===== src/rtl/uart_tx_arbiter.sv =====
// Round-robin arbiter sharing one uart_send transmitter among four byte
// producers. uart_send has no busy output, so each frame is timed here by a
// slot counter and the next grant is held off until the slot has elapsed.
//
// state | meaning
// ------+-------------------------------------------------------------
// IDLE  | no frame in flight; arbitrate among pending requests
// SEND  | frame slot running; uart_din frozen, requests ignored
module uart_tx_arbiter #(
    parameter int CLK_FREQ = 50000,
    parameter int UART_BPS = 9600,
    parameter int EN_HIGH  = 4,
    parameter int GUARD    = 4
) (
    input  logic        sys_clk,
    input  logic        sys_rst,
    input  logic [3:0]  req,
    input  logic [31:0] din,
    output logic [3:0]  ack,
    output logic [1:0]  grant_id,
    output logic        busy,
    output logic        uart_en,
    output logic [7:0]  uart_din
);

    localparam int BPS_CNT      = CLK_FREQ / UART_BPS;
    localparam int FRAME_CYCLES = 10 * BPS_CNT + GUARD;

    localparam logic [15:0] SLOT_LAST = 16'(FRAME_CYCLES - 1);
    localparam logic [15:0] EN_CYCLES = 16'(EN_HIGH);

    localparam logic [0:0] IDLE = 1'b0;
    localparam logic [0:0] SEND = 1'b1;

    logic [0:0]  state;
    logic [1:0]  last_grant;
    logic [15:0] slot_cnt;
    logic [15:0] slot_nxt;
    logic [1:0]  winner;
    logic [1:0]  cand;

    assign slot_nxt = slot_cnt + 16'd1;

    // Pick the first pending requester after last_grant, wrapping; scanning
    // from the farthest offset down lets the nearest one overwrite.
    always_comb begin
        winner = last_grant + 2'd1;
        cand   = '0;
        for (int k = 4; k >= 1; k--) begin
            cand = last_grant + 2'(k);
            if (req[cand]) begin
                winner = cand;
            end
        end
    end

    // Grant/slot sequencing; ack is a registered single-cycle pulse.
    always_ff @(posedge sys_clk) begin
        if (sys_rst) begin
            state      <= IDLE;
            ack        <= '0;
            grant_id   <= '0;
            busy       <= 1'b0;
            uart_en    <= 1'b0;
            uart_din   <= '0;
            last_grant <= 2'd3;
            slot_cnt   <= '0;
        end else begin
            ack <= '0;
            case (state)
                IDLE: begin
                    if (req != 4'b0000) begin
                        state      <= SEND;
                        busy       <= 1'b1;
                        uart_en    <= 1'b1;
                        uart_din   <= din[{winner, 3'b000} +: 8];
                        grant_id   <= winner;
                        ack        <= 4'b0001 << winner;
                        last_grant <= winner;
                        slot_cnt   <= '0;
                    end
                end
                SEND: begin
                    if (slot_cnt == SLOT_LAST) begin
                        state    <= IDLE;
                        busy     <= 1'b0;
                        uart_en  <= 1'b0;
                        slot_cnt <= '0;
                    end else begin
                        slot_cnt <= slot_nxt;
                        uart_en  <= (slot_nxt < EN_CYCLES);
                    end
                end
                default: begin
                    state    <= IDLE;
                    busy     <= 1'b0;
                    uart_en  <= 1'b0;
                    slot_cnt <= '0;
                end
            endcase
        end
    end

endmodule

===== config.mk =====
export PLATFORM = sky130hd
export DESIGN_NAME = uart_tx_arbiter
export DESIGN_NICKNAME = d
export VERILOG_FILES = /design/src/rtl/uart_tx_arbiter.sv
export SDC_FILE = /design/constraint.sdc
export NUM_CORES = 1
export LEC_CHECK = 0
export ABC_AREA = 0
export BUFFER_PORTS_ARGS = -buffer_cell sky130_fd_sc_hd__buf_4
export CORE_UTILIZATION = 50
export CTS_BUF_LIST = sky130_fd_sc_hd__clkbuf_8
export DETAILED_ROUTE_END_ITERATION = 8
export PLACE_DENSITY = 0.76
export SLEW_MARGIN = 20
export SYNTH_ARGS = -nofsm -noshare
export SYNTH_HDL_FRONTEND = slang
export SYNTH_SLANG_ARGS = --single-unit

===== constraint.sdc =====
create_clock -name sys_clk -period 2.1 [get_ports sys_clk]
set_clock_uncertainty 0.1 [all_clocks]
set_input_delay 0.105 -clock sys_clk [delete_from_list [all_inputs] [get_ports sys_clk]]
set_output_delay 0.105 -clock sys_clk [all_outputs]
set_load 0.03 [all_outputs]

==> results_dict.tcl <==
set metrics [dict create \
    grt_max_degree 15 \
    synth_area_per_cell_um2 8.17 \
    rows 23 \
    dpl.hpwl_um 4190 \
    syn_nets 305 \
    reg2reg_to "uart_en" \
    num-nets-final 370 \
    cp_top_family "simple AND/OR/NAND/NOR gates" \
    rsz0062_at_grt "no" \
    startpoint_type "flip-flop" \
    pwr-share-clk_pct 31.1 \
    cts.sinks 35 \
    dp_slack_ns 0.0539 \
    grt_pass1_wl_um 8650 \
    synth_edf_count 0 \
    crit_slowest_cell "or4_4" \
    wl_um 5620 \
    power_frac_comb_pct 26.4 \
    multi_input_area_um2 1350 \
    ff_latch_area_um2 702 \
    slew_viol_final 0 \
    endpoint_kind "flip-flop" \
    via_count 2171 \
    wl_per_cell_um 14.8 \
    clkTransAtPathRegs_ns 0.07 \
    tightest_slew_ns 0.594 \
    p_leak_nw 1.17 \
    min_from "din[14]" \
    finalCritPeriodShare_pct 93.9 \
    synthFlopType "dfxtp_1" \
    p_int_w 0.00122 \
    area.growth.synth_to_final_pct 32.1 \
    reg2reg_slack_ns 0.13 \
    peakVddDrop_mv 0.686 \
    ff2ff_path_depth 6 \
    critPathMaxFanout 6 \
    n_antenna_cell 0 \
    cp.arrival_ns 2.07 \
    cts_root_buf "clkbuf_8" \
    hold_path_end "uart_din[6]" \
    drt_iter0_markers 144 \
    setup_violations 0 \
    synth_warnings 0 \
    ys_seq_area_share_pct 32.4 \
    drive_gt1_share_pct 34.1 \
    path_buf_inv 1 \
    die_w_um 67.8 \
    place_area_um2 2720 \
    io_pins 54 \
    hp-class "primary input to flip-flop" \
    status "completed" \
    post_cts_buffers 0 \
    cts_tree "yes" \
    p_sw_share_pct 30.5 \
    overflow 0 \
    relSlewSlack_pct 60.1 \
    drv_cap 0 \
    rr_startpoint "slot_cnt[7]" \
    dr.pass1.iters 5 \
    fmax_ghz 0.507 \
    powerDensity_nw_per_um2 612 \
    critPathKind "flip-flop to flip-flop" \
    async_flop_share_pct 0 \
    viasPerCell 5.70 \
    yosysUniqueCellTypes 56 \
    die_h_um 67.8 \
    cts_buffers 5 \
    antenna_left 0 \
    crit_chain "buf_4 -> nand3_4 -> or4_4 -> mux2_2 -> o2111ai_1 -> o31ai_1" \
    fin_setup_tns_ns 0 \
    cts_htree_levels 2 \
    syn_inst 265 \
    crit_required_ns 2.20 \
    syn_area_um2 2160 \
    final_area_um2 2860 \
    die_area_um2 4600 \
    finalHoldWorstSlack_ns 0.0257 \
    setup_slack_ns 0.128 \
    p_switching_w 0.000533 \
    drc 0 \
    clkLatencyLatePin_ns 0.28 \
    start_util_pct 53.0 \
    final_hold_viol_count 0 \
    ys_ff_latch 35 \
    power_frac_seq_pct 42.5 \
    min_delay_path_depth 3 \
    gp_congestion 0.861 \
    core_area_um2 4090 \
    track_usage_pct 25.1 \
    cts_buffer_depth 2 \
    slowest_delay_ns 0.55 \
    min_period_ns 1.97 \
    numPortBuffers 53 \
    antenna_found_initial 0 \
    grt_pass1_vias 1946 \
    fill_cells 337 \
]
kinds of logic after synthesis:
logic type               Yosys count  share of synthesized area, %
AO/OA/AOI/OAI                     79                          26.3
XOR/XNOR                           2                         0.809
adder cells (fa/ha/maj)            2                          1.16
buffers and inverters             32                          6.53
flip-flops                        35                          32.4
multiplexers                      15                          7.05
AND/OR/NAND/NOR                  100                          25.8
per-layer routing:
layer	track usage, %	share of wire (%)
met5	0	0
met1	32.8	46
met4	8.07	0.68
met3	5.91	4.4
met2	40.2	49
cells in the mapped netlist, drive strengths merged, types with 2 or more instances:
cell type / instances / share of area (%)
a21o: 4 / 1.4
o22ai: 2 / 0.58
mux2i: 13 / 6.0
nand2: 24 / 4.2
nor2: 19 / 3.8
nor3: 6 / 1.6
nor4: 4 / 2.1
nand4: 3 / 0.87
inv: 13 / 2.3
nor2b: 2 / 0.58
a31oi: 4 / 1.2
ha: 2 / 1.2
o21ai: 17 / 3.9
nand3: 20 / 5.4
or4: 2 / 0.87
a22o: 4 / 1.6
a211oi: 4 / 1.4
a21oi: 13 / 3.2
clkbuf: 5 / 0.87
and3: 2 / 0.58
dfxtp: 35 / 32
a21bo: 8 / 3.7
o31ai: 3 / 1.0
buf: 14 / 3.4
xor2: 2 / 0.81
mux2: 2 / 1.0
nand2b: 4 / 1.2
or2: 4 / 1.2
o211ai: 10 / 3.5
and4: 2 / 0.81
and2: 4 / 1.2
worst reg2reg max path, delay by kind of cell (launching register included):
kind	cells	cell delay [ns]
AO/OA/AOI/OAI	2	0.33
buffers and inverters	1	0.16
flip-flops	1	0.41
multiplexers	1	0.24
AND/OR/NAND/NOR	2	0.64
power by group through the flow:
stage / clock network [W] / registers, W / logic, W
3_5_place_dp: 0 / 0.000757 / 0.000451
3_3_place_gp: 0 / 0.000755 / 0.000444
4_1_cts: 0.000555 / 0.000742 / 0.000454
5_1_grt: 0.000591 / 0.000750 / 0.000501
6_report: 0.000544 / 0.000744 / 0.000461
2_1_floorplan: 0 / 0.000822 / 0.000211
stage by stage:
step / total power [W] / std cells / util, %
floorplan: 0.00103 / 265 / -
global placement: 0.00120 / 372 / 66.5
detailed placement: 0.00121 / 372 / 66.5
CTS: 0.00175 / 381 / 69.3
global route: 0.00184 / 381 / 70.0
finish: 0.00175 / 381 / 70.0
flip-flops by register name (all words and copies together) (netlist names):
register,cells
slot_cnt,16
uart_din,8
ack,4
grant_id,2
last_grant,2
busy,1
state,1
uart_en,1
how the worst max path moves through the flow:
stage | startpoint | end | cells after the start
floorplan | slot_cnt[0] | slot_cnt[14] | 6
global placement | slot_cnt[1] | slot_cnt[14] | 7
detailed placement | slot_cnt[1] | uart_en | 8
CTS | slot_cnt[1] | uart_en | 8
global route | slot_cnt[0] | uart_en | 6
finish | slot_cnt[7] | uart_en | 6
layout by cell type (no fill, tap or decap), types with 3 or more instances in the layout:
master,count
buf_4,75
dfxtp_1,34
nand2_1,24
nand3_1,18
nor2_1,17
o21ai_0,17
inv_1,13
mux2i_1,13
a21oi_1,12
o211ai_1,10
a21bo_2,8
clkbuf_8,7
nor3_1,5
nand2b_1,4
a211oi_1,4
or2_2,4
and2_1,4
a21o_1,4
a31oi_1,4
a22o_1,4
nand4_1,3
o31ai_1,3
cell type report:
| type | instances | share of cell area (%) |
|---|---|---|
| clock inverters | 1 | 0.262 |
| well taps | 50 | 2.19 |
| multi-input cells | 198 | 47.2 |
| repair buffers | 77 | 20.7 |
| clock buffers | 7 | 3.37 |
| inverters | 13 | 1.71 |
| flip-flops and latches | 35 | 24.5 |
timing repair:
action / in CTS / in global routing
endpoints found under the setup margin: 0 / 11
hold buffers: 1 / 0
resized for setup: 0 / 5
endpoints found under the hold margin: 6 / 0
Note: power is estimated with default switching activity, not from simulation.
